`src/rtl/bsmul_pkg.sv`:
```
// rtl/bsmul_pkg.sv - shared types, defaults and parameter checks for bitserial_multiply
//
// Purpose : FSM state encoding, default operand widths and the helper that
//           validates the bits-per-cycle parameter against the multiplier width.
// Ports   : none (package)
package bsmul_pkg;

  typedef enum logic [1:0] {
    IDLE = 2'd0,
    RUN  = 2'd1,
    DONE = 2'd2
  } bsmul_state_e;

  localparam int BSMUL_DEF_A_W = 8;
  localparam int BSMUL_DEF_B_W = 8;
  localparam int BSMUL_DEF_BPC = 1;

  // The multiplier is consumed in whole slices, so BPC must tile B_W exactly.
  function automatic bit bpc_divides(input int b_w, input int bpc);
    return (bpc >= 1) && (bpc <= b_w) && ((b_w % bpc) == 0);
  endfunction

endpackage

```
`src/rtl/bsmul_pp_slice.sv`:
```
// rtl/bsmul_pp_slice.sv - combinational partial product of a_ext and one multiplier slice
//
// Purpose : pp_o = a_ext_i * slice_i (mod 2^P_W). When neg_msb_i is set the
//           slice MSB carries negative weight (two's complement sign bit of the
//           original multiplier), so its shifted multiplicand is subtracted.
// Ports   : a_ext_i   [P_W-1:0] multiplicand, already sign/zero extended
//           slice_i   [BPC-1:0] current multiplier bits, LSB first
//           neg_msb_i           slice MSB is the multiplier sign bit
//           pp_o      [P_W-1:0] unshifted partial product
module bsmul_pp_slice
  import bsmul_pkg::*;
#(
  parameter int P_W = 2 * BSMUL_DEF_A_W,
  parameter int BPC = BSMUL_DEF_BPC
) (
  input  logic [P_W-1:0] a_ext_i,
  input  logic [BPC-1:0] slice_i,
  input  logic           neg_msb_i,
  output logic [P_W-1:0] pp_o
);

  logic [P_W-1:0] pp_acc;

  always_comb begin
    pp_acc = '0;
    for (int i = 0; i < BPC; i++) begin
      if (slice_i[i]) begin
        if ((i == BPC - 1) && neg_msb_i) begin
          pp_acc = pp_acc - (a_ext_i << i);
        end else begin
          pp_acc = pp_acc + (a_ext_i << i);
        end
      end
    end
    pp_o = pp_acc;
  end

endmodule

```
`src/rtl/bitserial_multiply.sv`:
```
// rtl/bitserial_multiply.sv - iterative shift-add multiplier, BPC multiplier bits per cycle
//
// Purpose : accepts a/b/is_signed on an in_valid/in_ready handshake, accumulates
//           one partial product per RUN cycle and presents the exact P_W-bit
//           product on an out_valid/out_ready handshake.
// Config  : BSMUL_ZERO_SKIP_EN - when defined, RUN finishes as soon as the
//           remaining multiplier bits are all zero (data-dependent latency).
// Ports   : clk, rstn (async active-low)
//           in_valid, in_ready, a [A_W-1:0], b [B_W-1:0], is_signed
//           out_valid, out_ready, result [P_W-1:0]
//           busy (high in RUN or DONE)
module bitserial_multiply
  import bsmul_pkg::*;
#(
  parameter int A_W = BSMUL_DEF_A_W,
  parameter int B_W = BSMUL_DEF_B_W,
  parameter int BPC = BSMUL_DEF_BPC
) (
  input  logic                 clk,
  input  logic                 rstn,
  input  logic                 in_valid,
  output logic                 in_ready,
  input  logic [A_W-1:0]       a,
  input  logic [B_W-1:0]       b,
  input  logic                 is_signed,
  output logic                 out_valid,
  input  logic                 out_ready,
  output logic [A_W+B_W-1:0]   result,
  output logic                 busy
);

  localparam int P_W    = A_W + B_W;
  localparam int K      = B_W / BPC;
  localparam int STEP_W = (K > 1) ? $clog2(K) : 1;

  generate
    if (!bpc_divides(B_W, BPC) || (A_W < 2) || (B_W < 2)) begin : g_bad_params
      $error("bitserial_multiply: BPC must divide B_W and A_W, B_W must be >= 2");
    end
  endgenerate

  bsmul_state_e      state_q, state_d;
  logic [P_W-1:0]    a_ext_q, a_ext_d;
  logic [B_W-1:0]    b_q, b_d;
  logic              signed_q, signed_d;
  logic [P_W-1:0]    acc_q, acc_d;
  logic [STEP_W-1:0] step_q, step_d;
  logic [P_W-1:0]    result_q, result_d;
  logic              out_valid_q, out_valid_d;

  logic              last_step;
  logic              skip;
  logic              finish;
  logic [31:0]       shamt;
  logic [P_W-1:0]    pp;
  logic [P_W-1:0]    pp_shifted;

  assign last_step  = (step_q == STEP_W'(K - 1));
  assign shamt      = 32'(step_q) * 32'(BPC);
  assign pp_shifted = pp << shamt;

`ifdef BSMUL_ZERO_SKIP_EN
  // b_q is shifted logically, so a negative signed multiplier keeps its sign
  // bit in b_q until the final slice and can never trigger the early exit.
  assign skip = (b_q == '0);
`else
  assign skip = 1'b0;
`endif

  assign finish = last_step | skip;

  bsmul_pp_slice #(
    .P_W (P_W),
    .BPC (BPC)
  ) u_pp_slice (
    .a_ext_i   (a_ext_q),
    .slice_i   (b_q[BPC-1:0]),
    .neg_msb_i (signed_q & last_step),
    .pp_o      (pp)
  );

  always_ff @(posedge clk or negedge rstn) begin
    if (!rstn) begin
      state_q     <= IDLE;
      a_ext_q     <= '0;
      b_q         <= '0;
      signed_q    <= 1'b0;
      acc_q       <= '0;
      step_q      <= '0;
      result_q    <= '0;
      out_valid_q <= 1'b0;
    end else begin
      state_q     <= state_d;
      a_ext_q     <= a_ext_d;
      b_q         <= b_d;
      signed_q    <= signed_d;
      acc_q       <= acc_d;
      step_q      <= step_d;
      result_q    <= result_d;
      out_valid_q <= out_valid_d;
    end
  end

  always_comb begin
    state_d     = state_q;
    a_ext_d     = a_ext_q;
    b_d         = b_q;
    signed_d    = signed_q;
    acc_d       = acc_q;
    step_d      = step_q;
    result_d    = result_q;
    out_valid_d = out_valid_q;

    case (state_q)
      IDLE: begin
        if (in_valid) begin
          a_ext_d  = is_signed ? {{B_W{a[A_W-1]}}, a} : {{B_W{1'b0}}, a};
          b_d      = b;
          signed_d = is_signed;
          acc_d    = '0;
          step_d   = '0;
          state_d  = RUN;
        end
      end
      RUN: begin
        acc_d  = acc_q + pp_shifted;
        b_d    = b_q >> BPC;
        step_d = step_q + 1'b1;
        if (finish) begin
          // The final partial product lands in the result on the same edge.
          result_d    = acc_d;
          out_valid_d = 1'b1;
          state_d     = DONE;
        end
      end
      DONE: begin
        if (out_ready) begin
          out_valid_d = 1'b0;
          state_d     = IDLE;
        end
      end
      default: begin
        state_d = IDLE;
      end
    endcase
  end

  assign in_ready  = (state_q == IDLE);
  assign busy      = (state_q != IDLE);
  assign out_valid = out_valid_q;
  assign result    = result_q;

endmodule
```
`config.mk`:
```
export PLATFORM = sky130hd
export DESIGN_NAME = bitserial_multiply
export DESIGN_NICKNAME = d
export VERILOG_FILES = /design/src/rtl/bsmul_pkg.sv /design/src/rtl/bsmul_pp_slice.sv /design/src/rtl/bitserial_multiply.sv
export SDC_FILE = /design/constraint.sdc
export NUM_CORES = 1
export LEC_CHECK = 0
export ABC_AREA = 0
export CAP_MARGIN = 20
export CORE_AREA = 2 2 84 86
export DETAILED_ROUTE_END_ITERATION = 12
export DIE_AREA = 0 0 86 88
export PLACE_DENSITY = 0.78
export SYNTH_ARGS = -nofsm -noshare
export SYNTH_HDL_FRONTEND = slang
export SYNTH_SLANG_ARGS = --single-unit
```
`constraint.sdc`:
```
create_clock -name clk -period 4.9 [get_ports clk]
set_input_delay 0.98 -clock clk [delete_from_list [all_inputs] [get_ports clk]]
set_output_delay 0.98 -clock clk [all_outputs]
set_load 0.01 [all_outputs]
```
[After elaboration in Yosys (flattened, before gate mapping)]
Index checks and enable logic that the tools add are counted.
Storage, ports and cells
  register bits after elaboration: 63
  input bits: 21
  output and inout bits: 19
  logic and storage cells: 44
Operators by class
  $add $sub $neg: 3
  equality and inequality tests: 6
  shift-type cells: 1
  muxes and demuxes: 16
  bitwise logic cells: 1
  reductions and logical operators: 9
Operators by type and width (count)
  16-bit two-way mux: 4
  16-bit case mux with 2 select lines: 1
  16-bit adder: 1
  8-bit case mux with 2 select lines: 1
  16-bit by 3-bit left shift with 16-bit output: 1
  1-bit by 16-bit subtractor with 16-bit output, first input constant: 1
  8-bit two-way mux: 1
  2-bit two-way mux: 3
  2-bit inequality test, second input constant: 3
  2-bit case mux with 3 select lines: 1
  3-bit case mux with 2 select lines: 1
  2-bit AND reduction: 3
  3-bit AND reduction: 2
  2-bit nonzero test: 3
  3-bit by 1-bit adder with 3-bit output, second input constant: 1
  3-bit equality test, second input constant: 1
  3-bit two-way mux: 1
  2-bit by 1-bit equality test with 1-bit output, second input constant: 1
  2-bit equality test, second input constant: 1
  2-bit logical NOT: 1
  1-bit two-way mux: 2
  1-bit case mux with 2 select lines: 1
  1-bit AND: 1

[Logic depth before layout (Yosys ltp)]
Gate-level depths: netlist of the first run.
  word-level depth: 7
  depth in mapped cells: 16
  depth with buffers taken out: 15

[Hierarchy]
Synthesis of the first run repeated with hierarchy kept, for this count alone.
Unflattened totals
  cells, all modules: 422
  area, all modules: 3777.4 um2
By module, submodules not included
  bitserial_multiply: times used 1, cells each 355, area each 3324.4 um2, seq. area each 1401.3 um2
  bsmul_pp_slice: times used 1, cells each 67, area each 452.9 um2, seq. area each 0.0 um2

[Worst setup path before layout of the first run]
OpenSTA, ideal clock, no wires.
  path kind: register -> register
  from: register step_q[1]
  to: register acc_q[12]
  library setup time: 95 ps
  arrival time: 3363 ps
  required time: 4805 ps
  setup slack: 1442 ps
  cell stages (with the launch flop): 16
  path buffers: 1
  period minus slack after synthesis: 3458 ps
  cell sequence: dfrtp_1 > ha_1 > ha_1 > nand2_2 > buf_6 > a311oi_1 > o21ai_1 > mux2_4 > o2bb2ai_1 > mux2i_1 > ha_1 > and3_1 > a221oi_1 > a21boi_0 > o21a_1 > o31ai_1
On the way
  word-level cells in the longest chain between the ends: 7
Ends and longest elaborated chain
  from (decl): line bitserial_multiply.sv:47  | logic [STEP_W-1:0] step_q, step_d;
  from (signal assigned): line bitserial_multiply.sv:98  | step_q <= step_d;
  3-bit equality test: line bitserial_multiply.sv:58  | assign last_step = (step_q == STEP_W'(K - 1));
  1-bit AND: line bitserial_multiply.sv:78  | .neg_msb_i (signed_q & last_step),
  16-bit two-way mux: line bsmul_pp_slice.sv:28  | if ((i == BPC - 1) && neg_msb_i) begin
  16-bit two-way mux: line bsmul_pp_slice.sv:27  | if (slice_i[i]) begin
  16-bit by 3-bit left shift with 16-bit output *: line bitserial_multiply.sv:60  | assign pp_shifted = pp << shamt;
  16-bit adder *: line bitserial_multiply.sv:126  | acc_d = acc_q + pp_shifted;
  16-bit case mux with 2 select lines *: line bitserial_multiply.sv:114  | case (state_q)
  to (signal assigned): line bitserial_multiply.sv:88  | acc_q <= '0;
  to (signal assigned): line bitserial_multiply.sv:97  | acc_q <= acc_d;
  to (decl): line bitserial_multiply.sv:46  | logic [P_W-1:0] acc_q, acc_d;
Every way passes the cells marked *; elsewhere a longest branch is shown, timed or not.
A chain may end at the register's enable or synchronous reset.

[Worst setup path in the final report of the first run]
  from: register step_q[0]
  to: register acc_q[12]
Same word-level chain as after synthesis.

==> results of run 1 <==
-- worst paths after layout --
path                         endpoint  startpoint  slack (ns)  cells after the start
max reg2reg                 acc_q[12]   step_q[0]        0.88                     14
max                         acc_q[12]   step_q[0]        0.88                     14
max in group asynchronous  a_ext_q[0]        rstn        3.64                      2
min                         result[5]   result[5]        0.49                      2
min in group asynchronous   result[2]        rstn        0.78                      2
min reg2reg                 result[5]   result[5]        0.49                      2
-- final cells by class --
type | count | share of cell area [%]
clock buffers | 5 | 1.62
multi-input cells | 311 | 49.9
clock inverters | 3 | 1.09
repair buffers | 47 | 11.0
well taps | 80 | 2.36
inverters | 13 | 1.15
flip-flops and latches | 56 | 33.0
-- per-stage QoR --
step                      instances  instance area, µm²  total power [mW]  util (%)
final                           515                4250              3.04      64.0
after detailed placement        506                4110              2.68      61.8
after CTS                       514                4220              3.01      63.5
after floorplan                 400                3650              2.16         -
after global placement          506                4110              2.63      61.8
after global routing            515                4250              3.30      64.0
-- layer usage --
metal | vias up | global-route usage [%] | part of all wire (%)
met3 | 6 | 4.43 | 4.4
met4 | 0 | 7.79 | 0.95
met5 | - | 0 | 0
li1 | 1543 | - | -
met1 | 1487 | 33.1 | 48
met2 | 70 | 34.3 | 46
-- flip-flops by register name, summed over array words and instances (netlist names) --
| signal | flops |
|---|---|
| acc_q | 16 |
| result | 16 |
| a_ext_q | 9 |
| b_q | 8 |
| step_q | 3 |
| state_q | 2 |
| out_valid | 1 |
| signed_q | 1 |
-- kinds of logic after synthesis --
group                      count (synthesis)  share of synthesized area (%)
AOI/OAI and AO/OA                        128                           22.8
and+or+nand+nor                          119                           15.7
DFF                                       56                           38.4
buffers and inverters                     33                           3.63
muxes                                     26                           7.67
adders and majority gates                 21                           7.40
xor gates and xnor gates                  17                           4.49
-- critical path, delay by kind of cell (launching register included) --
kind / cells / cell delay [ns]
AOI/OAI and AO/OA: 7 / 1.77
adders and majority gates: 3 / 0.79
DFF: 1 / 0.38
muxes: 2 / 0.54
and+or+nand+nor: 2 / 0.44
-- layout by cell type, fill, tap and decap left out, types with 9 or more instances in the layout --
cell type         n
a21oi_1          15
clkdlybuf4s50_1  38
dfrtp_1          56
ha_1             20
inv_1            11
mux2_2           12
mux2i_1          13
nand2_1          47
nand3_1          23
nor2_1           12
nor3_1           16
o21ai_0          43
xnor2_1           9
-- power groups by stage --
| stage | Clock, mW | Sequential (mW) | Combinational (mW) |
|---|---|---|---|
| floorplan | 0 | 0.853 | 1.31 |
| global placement | 0 | 0.859 | 1.77 |
| detailed placement | 0 | 0.866 | 1.81 |
| CTS | 0.328 | 0.857 | 1.83 |
| global route | 0.344 | 0.883 | 2.08 |
| finish | 0.321 | 0.857 | 1.86 |
==> results.toml, run 1 <==
[pwr]
swShare_pct = 46.1
clkPwrFrac_pct = 10.6
combPwrFrac_pct = 61.3
p_per_area_nw_per_um2 = 716
p_seq_share_pct = 28.2
internal-power_mw = 1.64
power.leakage_nw = 1.91
ir_worst_vdd_uv = 321
p_switching_mw = 1.40

[die]
die_w_um = 86
initial_core_util_pct = 55.0
die_h_um = 88
row_count = 30
dieArea_um2 = 7570
core_um2 = 6640
io_pins = 40

[grt]
gr-total-overflow = 0
grt_start_max_net_pins = 57
grtUsageTotal_pct = 22.9
grt_pass1_wl_mm = 13.8
antenna_found_initial = 0
grt_pass1_vias = 2877

[clocking]
clk_path_buf_depth = 2
cts_tree = "yes"
cts_htree_levels = 2
clock_sinks = 56
clk_latency_ns = 0.32
postCtsSetupBuffers = 0
postCtsResizedCells = 0
cts_hold_buf = 0
cts_root_buf = "clkbuf_8"
clk_pin_slew_ns = 0.11
cts_made_buffers = 5

[detailed_routing]
finalWirelength_mm = 8.25
first_iter_violations = 256
via_per_inst = 6.03
vias = 3106
drtAntennaViolNets = 0
wl_per_cell_um = 16.0
dr.pass1.iters = 4
drc = 0

[worst_setup_path]
crit_type = "reg2reg"
worst_path_most_repeated_cell = "ha_1"
required_ns = 5.13
arrival_ns = 4.25
end_kind = "flop"
cp_slowest_stage_delay_ns = 0.44
slowest_stage = "a311oi_1"
cp-start-kind = "flop"
critical_path.max_fanout = 12
crit_chain = "ha_1, ha_1, nand2_2, a311oi_1, o21ai_1, mux2_4, o2bb2ai_1, mux2i_1, ha_1, and3_1, a221oi_1, a21boi_0, o21a_1, o31ai_1"

[sta]
post-route-period-util_pct = 82.0
worstMarginPinSlew_ns = 0.739
final_max_slew_viol_count = 0
whs_ns = 0.487
fmax_ghz = 0.249
rsz0062_at_grt = "no"
finalSetupViolations = 0
relSlewSlack_pct = 50.6
fin_crit_ns = 4.02
setup_tns_ns = 0
setup_ws_ns = 0.882
clock_skew_ns = 0.00742
finalHoldViolations = 0

[synth]
syn_avg_cell_area_um2 = 9.13
ys_seq_area_share_pct = 38.4
synth_top_flop_cell = "dfrtp_1"
syn-num-nets = 442
synth.top_cell.area_share_pct = 38.4
post_synth_most_frequent_cells = "dfrtp_1, nand2_1, o21ai_0, nand3_1, ha_1"
yosys_warnings = 0
async_flop_share_pct = 100
synthCells = 400
synth_area_leaders = "dfrtp_1, ha_1, o21ai_0"
ys_seq_elements = 56
synthesis.area_um2 = 3650
synth-edff-count = 0
yosys.area.top_type = "dfrtp_1"
ys_types = 59
yosysMostFrequentCell = "dfrtp_1"

[finish]
num_antenna_cells = 0
multi_input_area_um2 = 2120
seqCellArea_um2 = 1400
fillers = 565
final_layout_size_suffix_gt1_share_pct = 9.43
area_delta_synth_final_pct = 16.3
nets = 476

[place]
routabilityCongestion = 0.902
place_ws_ns = 0.919
dp_hpwl_mm = 5.97
portBuffers = 39

[min_path]
hp-class = "reg2reg"

[job]
maxCapViolCount = 0

[status]
status = "finished, final reports clean"
Note: power is estimated with default switching activity, not from simulation.
==> inputs of run 2 (changes only) <==
- clock period: 4.9 -> 3.9 ns (I/O delays scaled with it)
==> results.toml, run 2 (synthesized netlist as in run 1, its figures left out) <==
[grt]
use_met3_pct = 3.49
grtUsageTotal_pct = 24.8
grt_use_met2_pct = 37.8
antenna_found_initial = 0
grt-busiest-layer = "met2"
use_met1_pct = 36.3
grt_pass1_wl_mm = 14.8
grt_start_max_net_pins = 36
grt_pass1_vias = 2982
gr-total-overflow = 0

[detailed_routing]
drtAntennaViolNets = 0
vias = 3126
dr.pass1.iters = 5
drc = 0
finalWirelength_mm = 8.79
first_iter_violations = 238
via_per_inst = 6.06
wl_per_cell_um = 17.0

[sta]
fmax_ghz = 0.275
worstMarginPinSlew_ns = 0.990
relSlewSlack_pct = 33.8
fin_crit_ns = 3.63
rsz0062_at_grt = "no"
setup_tns_ns = 0
finalSetupViolations = 0
finalHoldViolations = 0
clock_skew_ns = 0.0149
final_max_slew_viol_count = 0
post-route-period-util_pct = 93.1

[worst_setup_path]
crit_chain = "ha_1, ha_1, buf_4, o311ai_1, xor2_1, mux2i_1, nand2_1, o221a_1, a31oi_1, ha_1, a21oi_1, o21ai_1, a221oi_2, a21boi_1, o21a_1, o31ai_1"
arrival_ns = 3.86
cp-start-kind = "flop"
worst_path_most_repeated_cell = "ha_1"
required_ns = 4.13
slowest_stage = "dfrtp_1"
critical_path.max_fanout = 5
cp_slowest_stage_delay_ns = 0.40
end_kind = "flop"
crit_type = "reg2reg"

[place]
dp_hpwl_mm = 6.38
routabilityCongestion = 0.887
portBuffers = 39
dp_cells = 507

[finish]
nets = 477
final_cell_mix = "dfrtp_1, nand2_1, o21ai_0"
layoutNonFillerInstCount = 516
postLayoutCoreUtil_pct = 64.7
final_layout_size_suffix_gt1_share_pct = 11.9
area_delta_synth_final_pct = 17.6
fillers = 561
num_antenna_cells = 0
final_common_cell = "dfrtp_1"

[clocking]
cts_root_buf = "clkbuf_8"
cts_made_buffers = 5
clk_pin_slew_ns = 0.12
cts_htree_levels = 2
clk_latency_ns = 0.33
cts_tree = "yes"
clock_sinks = 56
clk_path_buf_depth = 2

[die]
dieArea_um2 = 7570
io_pins = 40
core_um2 = 6640
row_count = 30
die_w_um = 86
initial_core_util_pct = 55.0
die_h_um = 88

[pwr]
power.leakage_nw = 1.92
p_per_area_nw_per_um2 = 904
ir_worst_vdd_uv = 444

[min_path]
hp-class = "reg2reg"

[job]
maxCapViolCount = 0

[status]
status = "finished, final reports clean"
run 2: cell count changes in the layout (fill, tap and decap cells not counted), sizes merged:
cell      before  now
buf            9   10
clkinvlp       1    2
bufinv         1    0
run 2: layout make-up:
cell class	count	area (µm²)	area share [%]
clock buffer	5	68.8	1.60
clock inverter	3	26.3	0.612
inverter	13	48.8	1.14
multi-input combinational	311	2200	51.2
sequential	56	1400	32.6
tap	80	100	2.33
timing repair buffer	48	453	10.5
run 2: worst paths after layout:
path	start	to	slack, ns	depth (start not counted)
min	result[5]	result[5]	0.49	2
min reg2reg	result[5]	result[5]	0.49	2
min in group asynchronous	rstn	acc_q[3]	0.53	1
max	step_q[0]	result[12]	0.27	16
max in group asynchronous	rstn	result[9]	2.57	2
max reg2reg	step_q[0]	result[12]	0.27	16
run 2: layer usage:
layer	part of all wire, %	up-vias	wire length [µm]
met5	0	-	0
li1	-	1543	-
met4	2.0	0	172
met3	3.9	18	347
met2	45	90	3950
met1	49	1475	4320
run 2: metrics by stage:
| step | area, µm² | hold WS, ns | worst slack [ns] | total power [mW] |
|---|---|---|---|---|
| 2_1_floorplan | 3650 | 0.449 | 0.442 | 2.72 |
| 3_3_place_gp | 4110 | 0.461 | 0.113 | 3.36 |
| 3_5_place_dp | 4110 | 0.469 | 0.0329 | 3.40 |
| 4_1_cts | 4210 | 0.494 | 0.0700 | 3.76 |
| 5_1_grt | 4300 | 0.515 | 0.0197 | 4.24 |
| 6_report | 4300 | 0.489 | 0.269 | 3.88 |
run 2: worst max-delay path, delay by kind of cell, from the launching register on:
kind | cells | cell delay, ns
buffers and inverters | 1 | 0.17
flip-flops | 1 | 0.40
XOR/XNOR | 1 | 0.17
multiplexers | 1 | 0.20
AO/OA/AOI/OAI | 9 | 1.75
adder cells (fa/ha/maj) | 3 | 0.73
AND/OR/NAND/NOR | 1 | 0.10
run 2: power by group:
group	switching [mW]	internal [mW]
clock	0.217	0.131
sequential	0.248	0.850
combinational	1.39	1.04
total	1.86	2.03
run 2: timing repair:
item	4_1_cts	5_1_grt
gates resized for setup	1	15
pin swaps	0	5
setup endpoints to repair	1	11
hold buffers	0	0
setup buffers	0	1
